--- src/rtl/pipe_hazard_ctrl_pkg.sv ---
// Shared pipeline definitions: hazard FSM states, operand-select codes and
// the register-number helpers used by the hazard/forwarding logic.
package pipe_hazard_ctrl_pkg;

    localparam int REG_W = 4;
    localparam int CNT_W = 16;

    localparam logic [REG_W-1:0] PC_REG = 4'd15;

    localparam logic [1:0] FWD_RF  = 2'b00;
    localparam logic [1:0] FWD_MEM = 2'b01;
    localparam logic [1:0] FWD_WB  = 2'b10;

    typedef enum logic [1:0] {
        IDLE       = 2'b00,
        LOAD_STALL = 2'b01,
        BR_FLUSH   = 2'b10
    } hz_state_t;

    // A producer feeds a consumer only for a real read of a real write, and
    // never for the PC, whose value is not carried down the pipeline.
    function automatic logic reg_match(input logic [REG_W-1:0] src,
                                       input logic             srcUse,
                                       input logic [REG_W-1:0] dst,
                                       input logic             dstWe);
        return srcUse && dstWe && (src == dst) && (src != PC_REG);
    endfunction

endpackage

--- src/rtl/pipe_hazard_ctrl_fwd_sel.sv ---
// Per-operand bypass select: the youngest matching producer wins, so the
// memory stage takes precedence over writeback.
module hazard_fwd_sel
    import pipe_hazard_ctrl_pkg::*;
(
    input  logic [REG_W-1:0] srcReg,
    input  logic             srcUse,
    input  logic [REG_W-1:0] memRegD,
    input  logic             memWe,
    input  logic [REG_W-1:0] wbRegD,
    input  logic             wbWe,
    output logic [1:0]       sel
);

    always_comb begin
        sel = FWD_RF;
        if (reg_match(srcReg, srcUse, memRegD, memWe)) begin
            sel = FWD_MEM;
        end else if (reg_match(srcReg, srcUse, wbRegD, wbWe)) begin
            sel = FWD_WB;
        end
    end

endmodule

--- src/rtl/pipe_hazard_ctrl.sv ---
// Pipeline hazard controller: operand forwarding, load-use stalls, taken-branch
// flushes, and saturating event counters for stalls and flushes.
module pipe_hazard_ctrl
    import pipe_hazard_ctrl_pkg::*;
(
    input  logic             clk,
    input  logic             rst,
    input  logic [REG_W-1:0] decoRegA,
    input  logic [REG_W-1:0] decoRegB,
    input  logic             decoUseA,
    input  logic             decoUseB,
    input  logic [REG_W-1:0] exeRegD,
    input  logic             exeWe,
    input  logic             exeIsLoad,
    input  logic [REG_W-1:0] memRegD,
    input  logic             memWe,
    input  logic [REG_W-1:0] wbRegD,
    input  logic             wbWe,
    input  logic             exeBranchTaken,
    output logic             stallFetch,
    output logic             stallDeco,
    output logic             flushFetchDeco,
    output logic             flushDecoExe,
    output logic [1:0]       fwdA,
    output logic [1:0]       fwdB,
    output logic [CNT_W-1:0] stallCount,
    output logic [CNT_W-1:0] flushCount
);

    hz_state_t  state;
    logic [1:0] selA;
    logic [1:0] selB;
    logic       loadUse;
    logic       flushing;
    logic       stallReq;

    function automatic logic [CNT_W-1:0] sat_inc(input logic [CNT_W-1:0] v);
        return (v == {CNT_W{1'b1}}) ? v : v + 1'b1;
    endfunction

    hazard_fwd_sel u_fwd_a (
        .srcReg  (decoRegA),
        .srcUse  (decoUseA),
        .memRegD (memRegD),
        .memWe   (memWe),
        .wbRegD  (wbRegD),
        .wbWe    (wbWe),
        .sel     (selA)
    );

    hazard_fwd_sel u_fwd_b (
        .srcReg  (decoRegB),
        .srcUse  (decoUseB),
        .memRegD (memRegD),
        .memWe   (memWe),
        .wbRegD  (wbRegD),
        .wbWe    (wbWe),
        .sel     (selB)
    );

    assign loadUse = exeIsLoad &&
                     (reg_match(decoRegA, decoUseA, exeRegD, exeWe) ||
                      reg_match(decoRegB, decoUseB, exeRegD, exeWe));

    // A branch resolving now, or one resolved last cycle, squashes both
    // younger pipe registers; stalling behind a squashed instruction is moot.
    assign flushing = exeBranchTaken || (state == BR_FLUSH);
    assign stallReq = loadUse && !flushing;

    always_comb begin
        stallFetch     = 1'b0;
        stallDeco      = 1'b0;
        flushFetchDeco = 1'b0;
        flushDecoExe   = 1'b0;
        fwdA           = FWD_RF;
        fwdB           = FWD_RF;
        if (rst) begin
            stallFetch     = stallReq;
            stallDeco      = stallReq;
            flushFetchDeco = flushing;
            flushDecoExe   = flushing || stallReq;
            fwdA           = selA;
            fwdB           = selB;
        end
    end

    always_ff @(posedge clk) begin
        if (!rst) begin
            state <= IDLE;
        end else begin
            case (state)
                IDLE: begin
                    if (exeBranchTaken) begin
                        state <= BR_FLUSH;
                    end else if (loadUse) begin
                        state <= LOAD_STALL;
                    end
                end
                LOAD_STALL, BR_FLUSH: begin
                    state <= exeBranchTaken ? BR_FLUSH : IDLE;
                end
                default: begin
                    state <= IDLE;
                end
            endcase
        end
    end

    always_ff @(posedge clk) begin
        if (!rst) begin
            stallCount <= '0;
            flushCount <= '0;
        end else begin
            if (stallDeco) begin
                stallCount <= sat_inc(stallCount);
            end
            if (exeBranchTaken) begin
                flushCount <= sat_inc(flushCount);
            end
        end
    end

endmodule
--- config.mk ---
export PLATFORM = sky130hd
export DESIGN_NAME = pipe_hazard_ctrl
export DESIGN_NICKNAME = d
export VERILOG_FILES = /design/src/rtl/pipe_hazard_ctrl_pkg.sv /design/src/rtl/pipe_hazard_ctrl_fwd_sel.sv /design/src/rtl/pipe_hazard_ctrl.sv
export SDC_FILE = /design/constraint.sdc
export NUM_CORES = 1
export LEC_CHECK = 0
export ABC_AREA = 1
export BUFFER_PORTS_ARGS = -buffer_cell sky130_fd_sc_hd__buf_2
export CAP_MARGIN = 20
export CORE_ASPECT_RATIO = 1.1
export CORE_MARGIN = 2
export CORE_UTILIZATION = 30
export DETAILED_ROUTE_END_ITERATION = 10
export GPL_TIMING_DRIVEN = 1
export PLACE_DENSITY_LB_ADDON = 0.25
export SYNTH_ARGS = -nofsm -noshare
export SYNTH_HDL_FRONTEND = slang
export SYNTH_SLANG_ARGS = --single-unit
--- constraint.sdc ---
create_clock -name clk -period 1.8 [get_ports clk]
set_input_delay 0.09 -clock clk [delete_from_list [all_inputs] [get_ports clk]]
set_output_delay 0.09 -clock clk [all_outputs]
set_load 0.02 [all_outputs]
After elaboration in Yosys (flattened, before gate mapping)

Index checks and enable logic that the tools add are counted.

Register bits: 34

Add/subtract/negate cells: 2
Equality and inequality tests: 13
Muxes and demuxes: 13
Bitwise operators: 2
Reduce and logical (&&, ||, !) cells: 28

Operators with widths:

| kind                  | count |
|---|---|
| $add 16x1->16 const B | 2 |
| $eq 16x16->1 const B  | 2 |
| $eq 4x4->1            | 6 |
| $logic_and 1x1->1     | 20 |
| $mux 2                | 9 |
| $ne 4x4->1 const B    | 2 |
| $pmux 2 s2            | 1 |
| $reduce_and 2->1      | 2 |
| $logic_or 1x1->1      | 3 |
| $mux 1                | 3 |
| $ne 3x3->1 const B    | 1 |
| $eq 2x1->1 const B    | 1 |
| $eq 2x2->1 const B    | 1 |
| $logic_not 2->1       | 1 |
| $not 1->1             | 2 |
| $reduce_or 2->1       | 1 |
| $logic_not 1->1       | 1 |

Depth between registers and ports, before layout

Word-level depth: 8
Gate-level depth with buffers: 11
Depth with buffers taken out: 11

By module

A second synthesis with hierarchy kept.

Cells, all modules: 462
Area total of the unflattened synthesis: 2597.5 µm²

Modules (own cells, without submodules):

| module           | times used | cells an instance | area an instance (µm²) | sequential area each (µm²) |
|---|---|---|---|---|
| pipe_hazard_ctrl | 1          | 366               | 2204.6                 | 680.7 |
| hazard_fwd_sel   | 2          | 48                | 196.4                  | 0.0 |

Least setup slack after synthesis

No wires, ideal clock.

Path type: reg2reg
Start point: reg flushCount[1]
End point: reg flushCount[3]
Library setup time: 0.132 ns
Arrival: 1.537 ns
Required time: 1.668 ns
Slack: 0.132 ns
Cell stages (with the launch flop): 10
Path buffers: 1
Path through: dfxtp_1 ha_1 nand3_1 nor2_1 nand3_1 nand2_2 buf_4 nor2_1 o21ai_0 a21oi_1

Longest elaborated chain between the ends: 3
Elaborated cells on any way between the ends: 4
Those cells by class: add/sub (1); eq/ne (1); bitwise (1); reduce/logical (1)

RTL lines:

| item                                                                  | RTL line                | text |
|---|---|---|
| start, declared                                                       | pipe_hazard_ctrl.sv:27  | `output logic [CNT_W-1:0] flushCount` |
| start signal, assigned                                                | pipe_hazard_ctrl.sv:118 | `flushCount <= sat_inc(flushCount);` |
| parallel branches: the longest is 3 deep, another holds $add 16x1->16 | -                       |  |

Several ways; the timed one is not identified.
A chain may end at the register's enable or synchronous reset.

Final worst setup path

Start point: reg state[0]
End point: out stallDeco

Longest elaborated chain between the ends: 5

RTL lines:

| item                   | RTL line                | text |
|---|---|---|
| start, declared        | pipe_hazard_ctrl.sv:30  | `hz_state_t state;` |
| start signal, assigned | pipe_hazard_ctrl.sv:100 | `state <= exeBranchTaken ? BR_FLUSH : IDLE;` |
| $eq 2x2->1             | pipe_hazard_ctrl.sv:67  | `assign flushing = exeBranchTaken \|\| (state == BR_FLUSH);` |
| $logic_or 1x1->1       | pipe_hazard_ctrl.sv:67  |  |
| $logic_not 1->1        | pipe_hazard_ctrl.sv:68  | `assign stallReq = loadUse && !flushing;` |
| $logic_and 1x1->1      | pipe_hazard_ctrl.sv:68  |  |
| $mux 1                 | pipe_hazard_ctrl.sv:77  | `if (rst) begin` |
| end, declared          | pipe_hazard_ctrl.sv:21  | `output logic stallDeco,` |

No other way between the ends.

==> summary.txt <==
Setup path
  – Critical Path RT: 1.71 ns
  – Cell Chain, Critical Path: inv_1 > ha_1 > nor2_2 > nand2_2 > nor2_8 > buf_2
  – Slowest stage delay, CP: 0.34 ns
  – Reg2Reg Setup Slack: 0.19 ns
  – Worst path arrival time: ~1.6 ns
  – CP Launch Type: register
  – Worst setup path class: register to output port
  – CP max FO: 7
  – Critical-path top delay cell: dfxtp_1
  – CP Capture Type: output port

Die
  – # rows: 33
  – Die area: 8460 sq um
  – Initial Util: approximately 31%
  – Die height: 96.3 microns
  – I/O pin cnt: 69
  – Core Box Area: about 7500 sq um
  – Chip Width: 87.9 microns

Synthesis
  – Syn Inst Count: 380
  – Ys flop type: dfxtp_1
  – Asr flop ratio synth: 0%
  – Post-synth net total: 414
  – Mapped cell area: between 2000 and 2500 sq um
  – Seq/Total Area, Yosys: slightly below 30%
  – Post-synth top area share: 29.3%
  – Yosys reg bits: 34
  – Yosys top cell by area: dfxtp_1
  – Number of synthesized flops with an enable pin: 0
  – Yosys warnings: 0
  – Library cells used by synthesis: 29
  – Syn Area/Cell: between 6 and 7 sq um
  – Synth area leaders: dfxtp_1 (29%), nand2_1 (16%), nor2_1 (13%)

Detailed routing
  – Total wire length: about 6 mm
  – Metal-1 WL: 2.88 mm
  – Detail Route Antenna Nets: 0
  – DR WL/cell: roughly 11 microns
  – TritonRoute pass-1 iters: 4
  – Iter 0 DRT Violations: 95
  – DR WL met2: 2.88 mm
  – Met3 wire length: 243 microns
  – Mean number of vias per cell: ~4.5
  – DRC violations left: 0
  – DR vias: 2,529
  – Highest Signal Layer: met4

Clock network
  – Post-CTS Setup Bufs: 0
  – CTS Buffer Depth: 2
  – CTS tree: yes
  – Root Buffer: clkbuf_8
  – Skew-Pair Late Insertion Delay: 0.28 ns
  – TritonCTS Buffers: 5
  – H-tree depth: 2
  – Clk sink count: 34
  – Post-CTS Hold Fix Bufs: 0
  – Clock transition at path regs: about 0.070 ns
  – Post-CTS Resized: 0

Global route
  – GRT Residual Overflow: 0
  – Initial antenna violation count: 0
  – Vias in the first global route: about 2,300
  – Largest net degree at the start of global routing: 18
  – Gr usage total: around 15%
  – First-pass GRT wire length: 9.99 mm

Timing
  – Worst-Margin Slew: 0.335 ns
  – Setup Skew: 0.00808 ns
  – Setup ws final: about 0.16 ns
  – Worst hold margin: 0.152 ns
  – Max Fclk: 609 MHz
  – Max-slew headroom at the worst pin: between 70 and 80%
  – Fin crit period: 1.64 ns
  – Final period util: 91.2%
  – # setup viols final: 0
  – Fin. max-slew vios: 0
  – RSZ-0062 raised after global routing: false
  – Setup TNS: 0 ns
  – Final Hold Fails: 0

Finish
  – Ratio of cells with drive above 1 in the final layout: 22.6%
  – Layout area overhead: 27.2%
  – Post-route design area: slightly below 3000 sq um
  – Final non-filler cell total: about 570
  – Number of diodes: 0
  – Layout Nets: 493
  – Final Core Density: between 30% and 40%

Placed design
  – Post-place setup slack: 0.0953 ns
  – HPWL Detailed: ~4.8 mm
  – Buffers added on ports: 68
  – Cells after DPL: ~560
  – Area after DPL: 2830 sq um
  – Gpl congestion: 0.849

Flow run
  – Max Cap Viol: 0

Min path
  – Worst Hold Class: input port to register

Outcome
  – Status: finished, final reports clean

Pwr
  – Final Power: between 1.5 and 2 mW
  – VDD IR max: 0.322 mV
  – Static Leak: 1.40 nW
  – Pwr Density: 573 nW/um^2
-- routing by layer --
layer  vias to the layer above  GRT usage [%]
met2                        48           26.5
met5                         -              0
met3                         2           2.57
met4                         0           2.95
met1                      1113           18.2
li1                       1366              -
-- critical path, delay by kind of cell, from the launching register on --
kind / cells / cell delay [ns]
adder cells (fa/ha/maj): 1 / 0.21
buffers and inverters: 2 / 0.27
flip-flops: 1 / 0.34
AND/OR/NAND/NOR: 3 / 0.46
-- power breakdown --
part | total [mW] | internal [mW] | switching (mW)
Sequential | 0.763 | 0.758 | 0.00472
Clock | 0.696 | 0.415 | 0.282
Combinational | 0.233 | 0.0875 | 0.145
-- worst paths after layout --
path | endpoint | from | depth (start not counted)
hold reg to reg | flushCount[11]$_SDFFE_PN0P_ | flushCount[11]$_SDFFE_PN0P_ | 1
setup / recovery | stallDeco | state[0]$_SDFFE_PN0P_ | 6
hold / removal | state[0]$_SDFFE_PN0P_ | exeBranchTaken | 4
setup reg to reg | stallCount[6]$_SDFFE_PN0P_ | stallCount[1]$_SDFFE_PN0P_ | 10
-- kinds of logic after synthesis --
family / after synthesis / share of synthesized area [%]
and+or+nand+nor: 233 / 45.2
DFF: 34 / 29.3
adders and majority gates: 5 / 2.70
xor gates and xnor gates: 11 / 4.15
buffers and inverters: 56 / 9.38
AOI/OAI and AO/OA: 41 / 9.22
-- cells in the mapped netlist (5+ instances only) --
cell type and number:
ha_1 5, nand2_1 97, nor2_1 82, a21oi_1 19, nor3_1 9, nand4_1 11
inv_1 45, dfxtp_1 34, o21ai_0 17, xor2_1 8, inv_2 5, nand3_1 18
-- layout by cell type (no fill, tap or decap) --
cell,synthesis,routed
ha_1,5,5
a211oi_1,2,2
clkbuf_8,0,5
bufinv_16,0,1
nand4_1,11,11
a21oi_1,19,19
nand3_4,2,2
nor3b_1,1,1
nand3_1,18,18
nor2_1,82,80
xor2_1,8,8
nor3_1,9,9
clkinv_1,1,1
nand3_2,2,2
nand2_4,2,3
nand2_1,97,96
nand2_2,1,1
and2_1,1,1
inv_1,45,44
buf_4,2,9
inv_2,5,6
nand4_4,1,1
o21ai_0,17,17
nor2_8,1,1
xnor2_1,3,3
clkbuf_1,3,2
nor3_2,1,1
nor4_1,2,2
nor2_2,2,4
o22ai_1,3,3
buf_2,0,68
dfxtp_1,34,34
-- cell type report --
class	count	area, sq um
timing repair buffer	77	408
clock inverter	1	30.0
fill	842	4520
clock buffer	7	76.3
sequential	34	681
tap	105	131
inverter	51	191
multi-input combinational	290	1440
-- registers in the layout, summed over array words and instances (netlist names) --
register	cells
stallCount	16
flushCount	16
state	2
(Power assumes the default switching activity.)
